$ cat src/rtl/square_pkg.sv
// Shared widths, response-stage state encoding and a constant clog2 helper
// for the square lookup arbiter.
package square_pkg;

  localparam int SQ_IN_W  = 3;
  localparam int SQ_OUT_W = 6;

  typedef enum logic {
    RSP_EMPTY,
    RSP_FULL
  } rsp_state_t;

  function automatic int clog2(input int n);
    int r;
    r = 0;
    while ((1 << r) < n) r++;
    return r;
  endfunction

endpackage

$ cat src/rtl/square_lut.sv
// Combinational 3-bit to 6-bit squaring table.
module square_lut
  import square_pkg::*;
(
  input  logic [SQ_IN_W-1:0]  operand,
  output logic [SQ_OUT_W-1:0] square
);

  always_comb begin
    square = '0;
    case (operand)
      3'd0: square = 6'd0;
      3'd1: square = 6'd1;
      3'd2: square = 6'd4;
      3'd3: square = 6'd9;
      3'd4: square = 6'd16;
      3'd5: square = 6'd25;
      3'd6: square = 6'd36;
      3'd7: square = 6'd49;
      default: square = '0;
    endcase
  end

endmodule

$ cat src/rtl/square_lookup_arbiter.sv
// Round-robin arbitration of NUM_REQ operand sources onto one squaring LUT,
// returning tagged results through a single-entry registered response stage.
module square_lookup_arbiter
  import square_pkg::*;
#(
  parameter int NUM_REQ = 4,
  parameter int ID_W    = 2,
  parameter int CNT_W   = 16
) (
  input  logic                        clk,
  input  logic                        rst,
  input  logic [NUM_REQ-1:0]          req_valid,
  input  logic [NUM_REQ*SQ_IN_W-1:0]  req_data,
  output logic [NUM_REQ-1:0]          req_ready,
  output logic                        rsp_valid,
  input  logic                        rsp_ready,
  output logic [SQ_OUT_W-1:0]         rsp_square,
  output logic [ID_W-1:0]             rsp_id,
  output logic [CNT_W-1:0]            done_count
);

  localparam int unsigned NR = NUM_REQ;

  if (ID_W != clog2(NUM_REQ)) begin : g_bad_id_w
    $error("ID_W must equal clog2(NUM_REQ)");
  end

  rsp_state_t           state;
  logic [ID_W-1:0]      ptr;
  logic [ID_W-1:0]      ptr_next;
  logic [ID_W-1:0]      grant_idx;
  logic [NUM_REQ-1:0]   grant_oh;
  logic                 found;
  logic                 can_accept;
  logic                 transfer;
  logic [SQ_IN_W-1:0]   ops [NUM_REQ];
  logic [SQ_IN_W-1:0]   grant_op;
  logic [SQ_OUT_W-1:0]  lut_square;
  int unsigned          sum;
  logic [ID_W-1:0]      cand;

  for (genvar i = 0; i < NUM_REQ; i++) begin : g_ops
    assign ops[i] = req_data[i*SQ_IN_W +: SQ_IN_W];
  end

  assign can_accept = (state == RSP_EMPTY) || rsp_ready;

  // First valid requester at or after the pointer, wrapping modulo NUM_REQ.
  always_comb begin
    grant_oh  = '0;
    grant_idx = '0;
    found     = 1'b0;
    sum       = 0;
    cand      = '0;
    for (int unsigned off = 0; off < NR; off++) begin
      sum  = 32'(ptr) + off;
      cand = ID_W'(sum % NR);
      if (!found && req_valid[cand]) begin
        found          = 1'b1;
        grant_idx      = cand;
        grant_oh[cand] = 1'b1;
      end
    end
  end

  assign req_ready = (found && can_accept && !rst) ? grant_oh : '0;
  assign transfer  = |req_ready;
  assign grant_op  = ops[grant_idx];
  assign ptr_next  = (32'(grant_idx) == NR - 1) ? '0 : grant_idx + 1'b1;
  assign rsp_valid = (state == RSP_FULL);

  square_lut u_lut (
    .operand (grant_op),
    .square  (lut_square)
  );

  // A grant while FULL only happens with rsp_ready high, so the old result
  // drains and the new one loads on the same edge.
  always_ff @(posedge clk) begin
    if (rst) begin
      state      <= RSP_EMPTY;
      rsp_square <= '0;
      rsp_id     <= '0;
      done_count <= '0;
      ptr        <= '0;
    end else begin
      if (rsp_valid && rsp_ready) done_count <= done_count + 1'b1;
      if (transfer) begin
        state      <= RSP_FULL;
        rsp_square <= lut_square;
        rsp_id     <= grant_idx;
        ptr        <= ptr_next;
      end else if (state == RSP_FULL && rsp_ready) begin
        state <= RSP_EMPTY;
      end
    end
  end

endmodule

$ cat config.mk
export PLATFORM = sky130hd
export DESIGN_NAME = square_lookup_arbiter
export DESIGN_NICKNAME = d
export VERILOG_FILES = /design/src/rtl/square_pkg.sv /design/src/rtl/square_lut.sv /design/src/rtl/square_lookup_arbiter.sv
export SDC_FILE = /design/constraint.sdc
export NUM_CORES = 1
export LEC_CHECK = 0
export CORE_AREA = 2 2 52 90
export CTS_BUF_LIST = sky130_fd_sc_hd__clkbuf_4 sky130_fd_sc_hd__clkbuf_8
export DETAILED_ROUTE_END_ITERATION = 12
export DIE_AREA = 0 0 54 92
export PLACE_DENSITY = 0.75
export SETUP_SLACK_MARGIN = 0.15
export SLEW_MARGIN = 25
export SYNTH_ARGS = -nofsm -noshare
export SYNTH_HDL_FRONTEND = slang
export SYNTH_SLANG_ARGS = --single-unit
$ cat constraint.sdc
create_clock -name clk -period 2.8 [get_ports clk]
set_input_delay 0.42 -clock clk [delete_from_list [all_inputs] [get_ports clk]]
set_output_delay 0.42 -clock clk [all_outputs]
set_load 0.02 [all_outputs]
==> impl_metrics.yaml <==
clock_tree:
  htree_num_levels: 1
  clock_latency_ns: 0.27
  cts_tree: "yes"
  clk_pin_slew_worst_paths_ns: 0.08
  numCtsBuffers: 3
  cts_sinks: 26
  cts_hold_buf: 0
  clockBufferDepth: 2
  cts_root_buf: "clkbuf_8"
global_routing:
  grt_pass1_wl_um: 8050
  grt_max_degree: 27
  antenna_found_initial: 0
  globalRouteOverflowTotal: 0
  grtUsageTotal_pct: 21.2
  grt_pass1_vias: 1900
route:
  drt-pass1-iter-count: 4
  vias: 1839
  avgViaCountPerCell: 5.42
  wire_per_inst_um: 14.5
  routed_wirelength_um: 4920
  drt_iter0_markers: 20
  post-route-drc-count: 0
  antenna_left: 0
sta:
  hold_viol_final: 0
  setup_viol: 0
  slew_violations: 0
  fmax_mhz: 388
  period_needed_ns: 2.57
  skew_ns: 0.00485
  fin_ws_ns: 0.225
  rsz0062_at_grt: "yes"
  period_share_pct: 92.0
critical_path:
  path_depth: 9
  r2r_cells: 12
  critPathMaxFanout: 5
  critPathLaunchType: "register"
  crit_family: "flip-flops"
  setup.worst_path.end_class: "primary output"
  crit_chain: "inv_2 -> ha_4 -> mux4_2 -> buf_4 -> nand3b_1 -> a21oi_2 -> a21oi_2 -> a21oi_1 -> buf_4"
  arrival_ns: 2.15
  worst_ep_required_time_ns: 2.38
  cp_slowest_stage_delay_ns: 0.37
  worst-path-buf-inv: 3
  criticalPathCategory: "reg -> out"
  cpMaxStageDelayCell: "dfxtp_4"
placed_design:
  port_buffers: 46
  dp.cells: 327
  dpl.hpwl_um: 3870
  gp_congestion: 0.813
  pre_cts_slack_ns: -0.196
final_layout:
  utilization_pct: 61.5
  syn2layout_area_growth_pct: 41.3
  nets: 316
  diodes: 0
  fin_cells: 339
  final_common_cell: "clkdlybuf4s50_1"
  layout_common_cells: "clkdlybuf4s50_1, buf_4, dfxtp_1"
  drive_above_1_share_pct: 22.2
yosys:
  synth_nets: 247
  synth-compound-area-share_pct: 15.0
  synth_top_family_by_area: "simple AND/OR/NAND/NOR gates"
  yosys.area_share.adder_pct: 5.32
  synthDistinctLibCells: 46
  ys_seq_elements: 26
  synth_xor_xnor_area_share_pct: 8.84
  syn_inst: 220
  ys_seq_area_share_pct: 27.6
  muxShareOfSynthArea_pct: 11.8
  yosys_warnings: 0
  synth_area_um2: 1880
  postSynthAreaPerCell_um2: 8.56
  synth-simple-area-share_pct: 25.0
  synthArstFlopShare_pct: 0
  synth-edff-count: 0
  synth_ff_type: "dfxtp_1"
power_and_ir_drop:
  cellLeakagePower_nw: 1.12
  p_per_area_nw_per_um2: 857
  ir_drop_mv: 0.502
  total_power_w: 0.00228
floorplanning:
  rows: 32
  die_w_um: 54
  dieArea_um2: 4970
  pin_count: 48
  start_util_pct: 43.5
  core_area_um2: 4320
  die_height_um: 92
hold_path:
  hold_depth: 2
  hold_class: "reg -> reg"
flow_run:
  cap_violations: 0
outcome:
  status: "finished clean"
## per-stage QoR
stage	hold WS, ns	area (um2)	TNS, ns
after floorplan	0.550	1920	0
after global placement	0.473	2520	-0.858
after detailed placement	0.490	2520	-1.05
after CTS	0.508	2620	0
after global routing	0.518	2660	0
final	0.505	2660	0
## cell type report
type                       count  area, um2
clock buffer                   4       48.8
fill                         387       1660
inverter                       4       15.0
multi-input combinational    174       1290
sequential                    26        526
tap                           51       63.8
timing repair buffer          80        717
## final timing paths
kind	from	end	slack (ns)
setup reg to reg	ptr[0]	ptr[1]	0.27
hold / removal	rsp_square[5]	rsp_square[5]	0.50
hold reg to reg	rsp_square[5]	rsp_square[5]	0.50
setup / recovery	ptr[0]	req_ready[1]	0.23
## kinds of logic (layout without fill, tap and decap cells)
| family | count (synthesis) | count (layout) |
|---|---|---|
| xor gates and xnor gates | 19 | 19 |
| DFF | 26 | 26 |
| buffers and inverters | 20 | 88 |
| adders and majority gates | 8 | 8 |
| and+or+nand+nor | 88 | 88 |
| AOI/OAI and AO/OA | 40 | 40 |
| muxes | 18 | 18 |
| other | 1 | 1 |
## synth_stat cells (all sizes together) (2+ instances only)
cell | count | area share (%)
and3b | 2 | 0.93
inv | 4 | 0.80
nand2 | 16 | 3.2
o21ai | 5 | 1.3
nor2b | 9 | 3.0
buf | 9 | 4.0
clkbuf | 7 | 1.4
xor2 | 17 | 7.9
nand4 | 3 | 1.0
and3 | 4 | 1.3
mux2i | 11 | 5.8
mux2 | 4 | 2.4
o211a | 2 | 1.1
nor3 | 3 | 0.80
nand3b | 10 | 4.0
mux4 | 3 | 3.6
xnor2 | 2 | 0.93
and2 | 2 | 0.66
and4 | 2 | 0.93
nor2 | 23 | 4.6
a21oi | 19 | 5.0
a311oi | 2 | 0.93
nor3b | 3 | 1.2
ha | 8 | 5.3
nand3 | 6 | 1.6
dfxtp | 26 | 28
o31ai | 4 | 1.9
## power breakdown
part	leakage [nW]	internal [W]	switching [W]
Sequential	0.212	0.000434	0.0000380
Clock	0.0262	0.000111	0.000108
Combinational	0.881	0.000821	0.000770
Total	1.12	0.00137	0.000915
## routing by layer
| metal | GRT usage, % | share of wire (%) | vias up |
|---|---|---|---|
| li1 | - | - | 904 |
| met1 | 20.3 | 37 | 876 |
| met2 | 40.0 | 56 | 42 |
| met3 | 2.44 | 3.4 | 17 |
| met4 | 11.7 | 4.3 | 0 |
| met5 | 0 | 0 | - |
## sequential cells by signal, indices dropped and copies added (netlist names)
signal	count
done_count	16
rsp_square	5
ptr	2
rsp_id	2
rsp_valid	1
## worst reg2reg max path, cell delays in order (launching register included)
cell	delay (ns)
dfxtp_4	0.37
inv_2	0.05
ha_4	0.27
mux4_2	0.34
buf_4	0.16
nand3b_1	0.15
a21oi_2	0.16
a21oi_2	0.06
buf_4	0.14
a31o_1	0.22
buf_4	0.18
buf_4	0.14
a211oi_2	0.20
## timing repair
item,4_1_cts,5_1_grt
endpoints found under the setup margin,10,14
gates cloned,0,0
pin swaps,1,3
gates resized for setup,22,7
buffers inserted,5,3
Note: power is estimated with default switching activity, not from simulation.
==> RTL change (same settings) <==
Change the parameter `CNT_W` from 16 to 24.
--- a/src/rtl/square_lookup_arbiter.sv
+++ b/src/rtl/square_lookup_arbiter.sv
@@ -5,7 +5,7 @@
 #(
   parameter int NUM_REQ = 4,
   parameter int ID_W    = 2,
-  parameter int CNT_W   = 16
+  parameter int CNT_W   = 24
 ) (
   input  logic                        clk,
   input  logic                        rst,
Interface: changed (resized done_count); port bits go from 48 to 56. No check against the original RTL was run, so the function may have changed too.
==> RTL change against the original RTL <==
  * Area after synthesis is 29% higher
  * Routed wire length is 22% higher
  * Critical endpoint is now req_ready[2]
  * Sequential cell count is 8 higher
  * Synthesized cell count is 26% higher
  * Via count is 32% higher
  * Worst setup slack worse by 0.20 ns
  * Sequential power is 25% higher
  * Cell area is 25% higher
  * Combinational power is 13% lower
  * Total power is 6.3% higher
  * Utilization is 16 points higher
==> RTL change: results (changes against the original RTL) <==
| Metric | Value |
|---|---|
| ClkCell Share | 3.38% (was 1.83%) |
| Sequential Area | 686 um2 (was 526 um2) |
| IR Drop Worst-Case VDD | 0.000574 V (was 0.000502 V) |
| Met2 usage | 52.0% (was 40.0%) |
| Largest net degree at the start of global routing | 37 (was 27) |
| Signal buf overhead | 22.6% (was 26.9%) |
| Top flop regs | done_count x24, rsp_square x5 (was done_count x16, rsp_square x5) |
| Seq cells | 34 (was 26) |
| Num CTS Buffers | 5 (was 3) |
| Tot GR Track Use | 25.8% (was 21.2%) |
| Outcome | completed (unchanged) |
| Wire length on met3 | 157 um (was 167 um) |
| Met1 Wirelength | 2170 um (was 1800 um) |
| Pre-CTS setup slack | -0.385 ns (was -0.196 ns) |
| Complex-gate fraction of the synthesized area | 22.8% (was 15.0%) |
| Global placement routability congestion | 0.773 (was 0.813) |
| Synth Area in XOR/XNOR | 7.60% (was 8.84%) |
| Sw power | 948 uW (was 915 uW) |
| Sequential-to-total area share from yosys stat | 28.1% (was 27.6%) |
| Vias in the first global route | 2311 (was 1900) |
| Critical Path End | req_ready[2] (was req_ready[1]) |
| Reg-to-reg endpoint | rsp_square[5] (was ptr[1]) |
| Area growth, synth to finish | 37.7% (was 41.3%) |
| Dpl cell area | 3210 um2 (was 2520 um2) |
| # resized after CTS | 26 (was 22) |
| Via count | 2433 (was 1839) |
| Post-synthesis mux area share | 4.86% (was 11.8%) |
| Leakage | 0.00117 uW (was 0.00112 uW) |
| Fraction of area in multi-input gates | 50.4% (was 48.5%) |
==> RTL change: changes by cell type after synthesis, sizes merged, moves of 6 or more <==
cell     before  now
nand3b       10    2
nor4          1    8
mux2i        11    5
a2111oi       0    9
nor2b         9    2
dfxtp        26   34
a311oi        2    8
nand2        16   24
or3           0    7
a22oi         1    8
==> RTL change: power by group through the flow <==
| stage | sequential, uW | combinational, uW | clock, uW |
|---|---|---|---|
| floorplan | 646 | 915 | 0 |
| global placement | 596 | 1350 | 0 |
| detailed placement | 596 | 1360 | 0 |
| CTS | 588 | 1380 | 461 |
| global route | 595 | 1490 | 483 |
| finish | 589 | 1380 | 456 |
==> RTL change: worst max-delay path: stages, from the launching register on <==
cell	delay (ns)
dfxtp_4	0.38
inv_8	0.03
ha_4	0.28
mux4_2	0.51
and2b_4	0.30
a22oi_2	0.06
or2_1	0.25
a21oi_4	0.14
buf_6	0.13
